<file path="src/rtl/fifo_pkg.sv">
`default_nettype none
// ============================================================================
//  Module      : fifo_pkg
//  Description : Shared constants, types and output-register states for the
//                8x4 FIFO read-side controller.
//  Revision    : 1.0  initial release
// ============================================================================
package fifo_pkg;

    // Data width, address width and the resulting memory depth.
    localparam int DW    = 4;
    localparam int AW    = 3;
    localparam int DEPTH = 2 ** AW;

    typedef logic [DW-1:0] data_t;
    typedef logic [AW-1:0] addr_t;
    typedef logic [AW:0]   cnt_t;

    // Output register occupancy.
    typedef enum logic [0:0] {
        OUT_EMPTY = 1'b0,
        OUT_VALID = 1'b1
    } out_state_t;

endpackage : fifo_pkg
`default_nettype wire

</file>
<file path="src/rtl/fifo_ptr.sv">
`default_nettype none
// ============================================================================
//  Module      : fifo_ptr
//  Description : AW-bit wrapping memory pointer. Advances by one on inc and
//                wraps from 2**AW-1 back to 0.
//  Revision    : 1.0  initial release
// ============================================================================
module fifo_ptr #(
    parameter int AW = fifo_pkg::AW
) (
    input  logic          clk,
    input  logic          rst_n,
    input  logic          inc,
    output logic [AW-1:0] ptr
);

    logic [AW-1:0] r_ptr;

    // Pointer register; the power-of-two depth makes the wrap a natural
    // overflow of the AW-bit adder.
    always_ff @(posedge clk or negedge rst_n) begin
        if (!rst_n) begin
            r_ptr <= '0;
        end else if (inc) begin
            r_ptr <= r_ptr + 1'b1;
        end
    end

    assign ptr = r_ptr;

endmodule : fifo_ptr
`default_nettype wire

</file>
<file path="src/rtl/fifo_rd_ctrl.sv">
`default_nettype none
// ============================================================================
//  Module      : fifo_rd_ctrl
//  Description : Read-side controller for the 8x4 dual-port memory. Owns the
//                write/read pointers and the occupancy count, prefetches the
//                head word into a registered output and delivers it over a
//                valid/ready handshake. Reports empty/full/level to the writer.
//  Options     : FIFO_RD_CTRL_OVF_EN - adds a sticky overflow flag (ovf) that
//                records pushes dropped while full, cleared by ovf_clr.
//  Revision    : 1.0  initial release
// ============================================================================
module fifo_rd_ctrl #(
    parameter int DW = fifo_pkg::DW,
    parameter int AW = fifo_pkg::AW
) (
    input  logic          clk,
    input  logic          rst_n,
    // Writer side
    input  logic          wr_push,
    output logic [AW-1:0] wr_addr,
    // Memory read port
    output logic [AW-1:0] mem_rd_addr,
    input  logic [DW-1:0] mem_rd_data,
    // Consumer side
    output logic          rd_valid,
    input  logic          rd_ready,
    output logic [DW-1:0] rd_data,
    // Status
    output logic          empty,
    output logic          full,
`ifdef FIFO_RD_CTRL_OVF_EN
    input  logic          ovf_clr,
    output logic          ovf,
`endif
    output logic [AW:0]   level
);

    import fifo_pkg::*;

    localparam int unsigned c_DEPTH_I = 2 ** AW;
    localparam logic [AW:0] c_DEPTH   = c_DEPTH_I[AW:0];

    out_state_t    r_state;
    out_state_t    w_state_nxt;
    logic [AW:0]   r_count;
    logic [AW:0]   w_pend;
    logic [DW-1:0] r_data;
    logic [AW-1:0] w_wr_ptr;
    logic [AW-1:0] w_rd_ptr;
    logic          w_full;
    logic          w_valid;
    logic          w_push;
    logic          w_pop;
    logic          w_load;

    // ------------------------------------------------------------------
    // Handshake qualifiers. full is the pre-edge value, so a push offered
    // while full is dropped even if a pop frees a slot in the same cycle.
    // ------------------------------------------------------------------
    assign w_full  = (r_count == c_DEPTH);
    assign w_valid = (r_state == OUT_VALID);
    assign w_push  = wr_push && !w_full;
    assign w_pop   = w_valid && rd_ready;

    // Words that sit in memory but have not yet been moved into the output
    // register. The held output word is still counted in r_count because its
    // memory slot is only released when the consumer pops it.
    assign w_pend  = r_count - {{AW{1'b0}}, w_valid};

    // ------------------------------------------------------------------
    // Pointers
    // ------------------------------------------------------------------
    fifo_ptr #(
        .AW    (AW)
    ) u_wr_ptr (
        .clk   (clk),
        .rst_n (rst_n),
        .inc   (w_push),
        .ptr   (w_wr_ptr)
    );

    fifo_ptr #(
        .AW    (AW)
    ) u_rd_ptr (
        .clk   (clk),
        .rst_n (rst_n),
        .inc   (w_load),
        .ptr   (w_rd_ptr)
    );

    // Output register state; holds the current occupancy of rd_data.
    always_ff @(posedge clk or negedge rst_n) begin
        if (!rst_n) begin
            r_state <= OUT_EMPTY;
        end else begin
            r_state <= w_state_nxt;
        end
    end

    // Next-state and load decision: refill the output register whenever it
    // is empty or being popped and memory still holds an unloaded word.
    always_comb begin
        w_state_nxt = r_state;
        w_load      = 1'b0;
        case (r_state)
            OUT_EMPTY: begin
                if (w_pend != '0) begin
                    w_load      = 1'b1;
                    w_state_nxt = OUT_VALID;
                end
            end
            OUT_VALID: begin
                if (w_pop) begin
                    if (w_pend != '0) begin
                        w_load = 1'b1;
                    end else begin
                        w_state_nxt = OUT_EMPTY;
                    end
                end
            end
            default: begin
                w_state_nxt = OUT_EMPTY;
            end
        endcase
    end

    // Output data register; keeps its last value when nothing is loaded.
    always_ff @(posedge clk or negedge rst_n) begin
        if (!rst_n) begin
            r_data <= '0;
        end else if (w_load) begin
            r_data <= mem_rd_data;
        end
    end

    // Occupancy count; a simultaneous push and pop cancel out.
    always_ff @(posedge clk or negedge rst_n) begin
        if (!rst_n) begin
            r_count <= '0;
        end else begin
            case ({w_push, w_pop})
                2'b10:   r_count <= r_count + 1'b1;
                2'b01:   r_count <= r_count - 1'b1;
                default: r_count <= r_count;
            endcase
        end
    end

`ifdef FIFO_RD_CTRL_OVF_EN
    logic r_ovf;

    // Sticky overflow flag; a new dropped push wins over a clear request.
    always_ff @(posedge clk or negedge rst_n) begin
        if (!rst_n) begin
            r_ovf <= 1'b0;
        end else if (wr_push && w_full) begin
            r_ovf <= 1'b1;
        end else if (ovf_clr) begin
            r_ovf <= 1'b0;
        end
    end

    assign ovf = r_ovf;
`endif

    // ------------------------------------------------------------------
    // Outputs
    // ------------------------------------------------------------------
    assign wr_addr     = w_wr_ptr;
    assign mem_rd_addr = w_rd_ptr;
    assign rd_valid    = w_valid;
    assign rd_data     = r_data;
    assign empty       = (r_count == '0);
    assign full        = w_full;
    assign level       = r_count;

endmodule : fifo_rd_ctrl
`default_nettype wire
</file>
<file path="config.mk">
export PLATFORM = sky130hd
export DESIGN_NAME = fifo_rd_ctrl
export DESIGN_NICKNAME = d
export VERILOG_FILES = /design/src/rtl/fifo_pkg.sv /design/src/rtl/fifo_ptr.sv /design/src/rtl/fifo_rd_ctrl.sv
export SDC_FILE = /design/constraint.sdc
export NUM_CORES = 1
export LEC_CHECK = 0
export ABC_AREA = 1
export CAP_MARGIN = 20
export CORE_MARGIN = 2
export CORE_UTILIZATION = 47
export CTS_BUF_LIST = sky130_fd_sc_hd__clkbuf_8
export DETAILED_ROUTE_END_ITERATION = 10
export HOLD_SLACK_MARGIN = 0.02
export PLACE_DENSITY_LB_ADDON = 0.3
export SLEW_MARGIN = 10
export SYNTH_ARGS = -nofsm -noshare
export SYNTH_HDL_FRONTEND = slang
export SYNTH_SLANG_ARGS = --single-unit
</file>
<file path="constraint.sdc">
create_clock -name clk -period 2.6 [get_ports clk]
set_clock_uncertainty 0.15 [all_clocks]
set_input_delay 0.65 -clock clk [delete_from_list [all_inputs] [get_ports clk]]
set_output_delay 0.65 -clock clk [all_outputs]
set_load 0.05 [all_outputs]
</file>
==> impl_metrics.csv, run 1 <==
group,metric,value,unit
hold_path,min_path_cells,2,
sta,setup_tns,0,ns
clock_tree,post_cts_resized,0,
hold_path,hold_class,"reg -> reg",
worst_setup_path,r2r_end,"level[3]$_DFFE_PN0P_",
floorplan,die_h,46.0,um
place,hpwl,1280,um
floorplan,die_w,46.0,um
global_routing,grt_pass1_vias,664,
final_layout,drive_gt1_frac,0.132,
sta,slew_viol_final,0,
yosys,yosysMostFrequentCell,"nand2_1",
clock_tree,cts_made_buffers,3,
sta,setup-violations-final,0,
yosys,synth_edf_count,0,
worst_setup_path,crit_type,"reg -> out",
status,status,"finished, final reports clean",
sta,fin_crit_sh,0.924,
drt,drt_iter0_drc,7,
hold_path,min_from,"rd_data[1]$_DFFE_PN0P_",
place,port_buffers,24,
worst_setup_path,cp.arrival,1.60,ns
worst_setup_path,critPathMaxFanout,7,
clock_tree,clock_latency,0.24,ns
global_routing,grt_max_degree,16,
worst_setup_path,path_depth,1,
clock_tree,clk_pin_slew_worst_paths,0.06,ns
drt,maxUsedRoutingLayer,"met4",
global_routing,overflow,0,
drt,drtPass1Iterations,6,
sta,hold_viol,0,
drt,wl_met1,702,um
yosys,synth_nets,107,
place,place_congestion,0.732,
yosys,synth_commonest_cells,"32 x nand2_1, 15 x dfrtp_1, 9 x nand3_1",
clock_tree,holdBufCountCts,0,
global_routing,grt_first_pass_wirelength,2650,um
yosys,synthFlopType,"dfrtp_1",
worst_setup_path,worst_ep_required_time,1.80,ns
worst_setup_path,r2r_cells,10,
floorplan,core-area,1690,sq um
worst_setup_path,cp_num_buf_inv,1,
worst_setup_path,path_delay_family,"buffers and inverters",
run,maxCapViolations,0,
worst_setup_path,reg2reg_from,"level[2]$_DFFE_PN0P_",
clock_tree,cts_max_level,1,
clock_tree,postCtsSetupBuffers,0,
yosys,synthArstFlopShare,1.00,
final_layout,area_growth,38.1,%
yosys,yosysSeqAreaShare,0.453,
sta,clock.fmax,416,MHz
sta,rsz0062_at_grt,"no",
floorplan,die-area,2110,sq um
yosys,syn_area,828,sq um
worst_setup_path,path_cells,"clkdlybuf4s50_1",
floorplan,fp-row-count,15,
drt,wl_met3,65,um
drt,dr_wl_met2,881,um
clock_tree,clock_path_buffers,2,
clock_tree,clock-root-buffer,"clkbuf_8",
yosys,synthCells,92,
drt,route.detailed.drc,0,
yosys,yosys_warnings,0,
clock_tree,cts_tree,"yes",
drt,vias,699,
sta,relSlewSlack,0.558,
final_layout,antenna_cells,0,
sta,worst_pin_slew,0.661,ns
sta,min_period,2.40,ns
drt,routed_wl,1660,um
worst_setup_path,cp_slowest_cell,"clkdlybuf4s50_1",
drt,post_drt_via_cell_ratio,5.07,
worst_setup_path,max_stage_delay,0.86,ns
floorplan,ioPinCount,25,
yosys,ys_ff_latch,15,
yosys,netlist.area_leader.share,0.453,
clock_tree,clkSinkCount,15,
drt,wl_per_cell,12.0,um
final_layout,fin_nets,137,
worst_setup_path,endpoint_kind,"output pin",
yosys,ys_types,20,
floorplan,initial_core_util,0.490,
yosys,yosysTopAreaCell,"dfrtp_1",
global_routing,antenna_found_initial,0,
yosys,syn_area_per_cell,9.00,sq um
hold_path,min_to,"rd_data[1]$_DFFE_PN0P_",
global_routing,grt_usage,0.178,
yosys,ys_top_cells_by_area,"dfrtp_1 45%, nand2_1 15%, ha_1 9.1%",
drt,ant_nets,0,
worst_setup_path,start_kind,"flip-flop",
worst_setup_path,reg2reg_slack,0.46,ns
-- registers in the layout, summed over array words and instances (netlist names) --
| signal | count |
|---|---|
| rd_data | 4 |
| rd_valid | 1 |
| level | 4 |
| u_wr_ptr.ptr | 3 |
| u_rd_ptr.ptr | 3 |
-- per-layer routing --
layer / global-route usage / vias up
met5: 0 / -
met4: 0.0800 / 0
met3: 0.0476 / 2
met2: 0.311 / 16
met1: 0.199 / 329
li1: - / 352
-- stage by stage --
step | area, sq um | worst slack [ns] | utilization | hold WS (ns) | instances
2_1_floorplan | 835 | 0.135 | - | 0.204 | 92
3_3_place_gp | 1100 | 0.0682 | 0.650 | 0.303 | 134
3_5_place_dp | 1100 | 0.0135 | 0.650 | 0.309 | 134
4_1_cts | 1140 | 0.181 | 0.677 | 0.323 | 138
5_1_grt | 1140 | 0.136 | 0.677 | 0.354 | 138
6_report | 1140 | 0.197 | 0.677 | 0.317 | 138
-- layout make-up --
cell class                 count  area [sq um]
clock buffer                   3          41.3
clock inverter                 1          3.75
fill                         142           546
inverter                       9          33.8
multi-input combinational     68           425
sequential                    15           375
tap                           17          21.3
timing repair buffer          25           243
-- how the worst max path moves through the flow --
| stage | startpoint | end | slack (ns) |
|---|---|---|---|
| after floorplan | level[1]$_DFFE_PN0P_ | empty | 0.14 |
| after global placement | wr_push | level[3]$_DFFE_PN0P_ | 0.07 |
| after detailed placement | rd_ready | level[3]$_DFFE_PN0P_ | 0.01 |
| after CTS | level[2]$_DFFE_PN0P_ | level[2] | 0.18 |
| after global routing | level[2]$_DFFE_PN0P_ | level[2] | 0.14 |
| final | level[1]$_DFFE_PN0P_ | level[1] | 0.20 |
-- placed cells by master (no fill, tap or decap), drive strengths merged, types with 4 or more instances in the layout --
cell,netlist,routed
nand2,36,36
clkdlybuf4s50,0,22
dfrtp,15,15
inv,9,10
nand3,10,10
ha,6,6
xnor2,4,4
-- cells by family (layout without fill, tap and decap cells) --
family / Yosys count / after routing / synth area share
buffers and inverters: 9 / 38 / 0.0408
xor gates and xnor gates: 6 / 6 / 0.0725
adders and majority gates: 7 / 7 / 0.115
AOI/OAI and AO/OA: 3 / 3 / 0.0181
DFF: 15 / 15 / 0.453
and+or+nand+nor: 52 / 52 / 0.301
Power of run 1 is left out: the tool's default activity adds up to more than one toggle a clock period on the data nets, which glitch-free logic cannot reach.
==> inputs of run 2 (changes only) <==
- CAP_MARGIN: 20 -> unset
==> results of run 2 <==
No change in the layout: final DEF, timing and power equal those of run 1.
Power of run 2 is left out for the same reason.
==> RTL edit: new RTL, settings of run 1 <==
Set the package constant `DW` to 5 (it was 4).
--- a/src/rtl/fifo_pkg.sv
+++ b/src/rtl/fifo_pkg.sv
@@ -10,3 +10,3 @@
     // Data width, address width and the resulting memory depth.
-    localparam int DW    = 4;
+    localparam int DW    = 5;
     localparam int AW    = 3;
Ports: changed (resized mem_rd_data and rd_data); port bits go from 25 to 27. The function was not compared with the original's and may differ.
==> RTL edit against run 1 <==
Setup slack worse by 0.042 ns. Via count is 5.0% higher. Critical path depth stayed put. Register-to-register slack better by 0.05 ns. Count of clock-buffer cells in the layout is 1 higher. Wire length is 3.8% higher. Sequential cell count is 1 higher. Largest cell class unchanged. Critical endpoint unchanged. Area after synthesis is 5.4% higher. Highest routed layer unchanged. Cell area is 7.4% higher.
Power is left out: the tool's default activity adds up to more than one toggle a clock period on the data nets, which glitch-free logic cannot reach.
==> RTL edit: results (changes against run 1) <==
[min_path]
whs_endpoint = rd_data[3]$_DFFE_PN0P_
worst_hold_stages = 2  ; unchanged
holdCritStartpoint = rd_data[3]$_DFFE_PN0P_

[placement]
routabilityCongestion = 0.8885  ; +21%
io_buffers = 26  ; +8.3%
half_perimeter_wire_length_after_detailed_placement_mm = 1.323  ; +3.1%

[drt]
drt_iter0_markers = 6  ; -1
number_of_search_and_repair_iterations_in_the_first_detailed_routing_pass = 4  ; -2
dr_total_vias = 734  ; +5.0%
avgRoutedWirePerCell_um = 11.33  ; -5.8%

[global_routing]
grt_start_max_net_pins = 17  ; +1
globalRouteMet3Util = 0.03846  ; -0.009158
first_global_vias = 631  ; -5.0%
groute.usage.overall = 0.1789  ; +0.0007508
met1_usage = 0.2203  ; +0.02133
grt_pass1_wl_mm = 2.704  ; +2.1%
groute.layer.met2.usage = 0.2959  ; -0.01522

[worst_setup_path]
cp.arrival_ns = 1.65  ; +0.05 ns
regToRegStartpoint = level[1]$_DFFE_PN0P_
slowest_delay_ns = 0.87
worst-r2r-setup-slack_ns = 0.51  ; +0.05 ns

[run_status]
outcome = completed

[timing]
tightestPinTransition_ns = 0.7148  ; +0.05416 ns

[clock_tree]
clock_edge_transition_at_the_registers_on_the_reported_setup_and_hold_paths_ns = 0.06  ; about the same
postCtsSetupBuffers = 0  ; unchanged

[layout]
final_nets = 144  ; +5.1%
layout-drive-gt1-share = 0.1339  ; +0.001627
num-fill-cells = 148  ; +4.2%

[yosys]
synth_fp_nets = 112  ; +4.7%
synthTopCellsByArea = sky130_fd_sc_hd__dfrtp_1, sky130_fd_sc_hd__nand2_1, sky130_fd_sc_hd__ha_1
synth_common_cells = sky130_fd_sc_hd__nand2_1, sky130_fd_sc_hd__dfrtp_1, sky130_fd_sc_hd__nand3_1
ys_seq_area_frac = 0.4585  ; +0.005281

[RTL edit: how the worst max path moves through the flow]
stage                               startpoint              endpoint  slack, ns  cells after the start
final                     level[1]$_DFFE_PN0P_              level[1]       0.15                      1
after detailed placement               wr_push  level[3]$_DFFE_PN0P_       0.08                      9
after global placement                 wr_push  level[3]$_DFFE_PN0P_       0.09                      9
after CTS                 level[1]$_DFFE_PN0P_              level[1]       0.16                      1
after global routing      level[1]$_DFFE_PN0P_              level[1]       0.11                      1
after floorplan           level[1]$_DFFE_PN0P_                 empty       0.14                      1
[RTL edit: through the flow]
| stage | area [sq um] | util | instances | setup WS, ns | hold slack, ns |
|---|---|---|---|---|---|
| 4_1_cts | 1229 | 0.7039 | 152 | 0.1565 | 0.3231 |
| 2_1_floorplan | 879.6 | - | 96 | 0.1353 | 0.2044 |
| 6_report | 1229 | 0.7039 | 152 | 0.1544 | 0.3187 |
| 5_1_grt | 1229 | 0.7039 | 152 | 0.1101 | 0.3455 |
| 3_5_place_dp | 1174 | 0.6724 | 148 | 0.08203 | 0.3074 |
| 3_3_place_gp | 1174 | 0.6724 | 148 | 0.09131 | 0.3017 |
[RTL edit: layout make-up]
class,count,area [sq um],area share
tap,25,31.28,0.02546
clock buffer,4,55.05,0.04481
timing repair buffer,27,262.8,0.2138
sequential,16,400.4,0.3259
inverter,9,33.78,0.02749
multi-input combinational,71,445.4,0.3625
[RTL edit: cell families after synthesis]
logic type | after synthesis | synth area share
and+or+nand+nor | 55 | 0.3080
AOI/OAI and AO/OA | 3 | 0.01719
adders and majority gates | 7 | 0.1089
DFF | 16 | 0.4584
xor gates and xnor gates | 6 | 0.06878
buffers and inverters | 9 | 0.03868
[RTL edit: metal layers]
| metal | up-vias | routed length [um] |
|---|---|---|
| met3 | 2 | 67 |
| met1 | 348 | 782 |
| li1 | 367 | - |
| met2 | 17 | 851 |
| met5 | - | 0 |
| met4 | 0 | 20 |
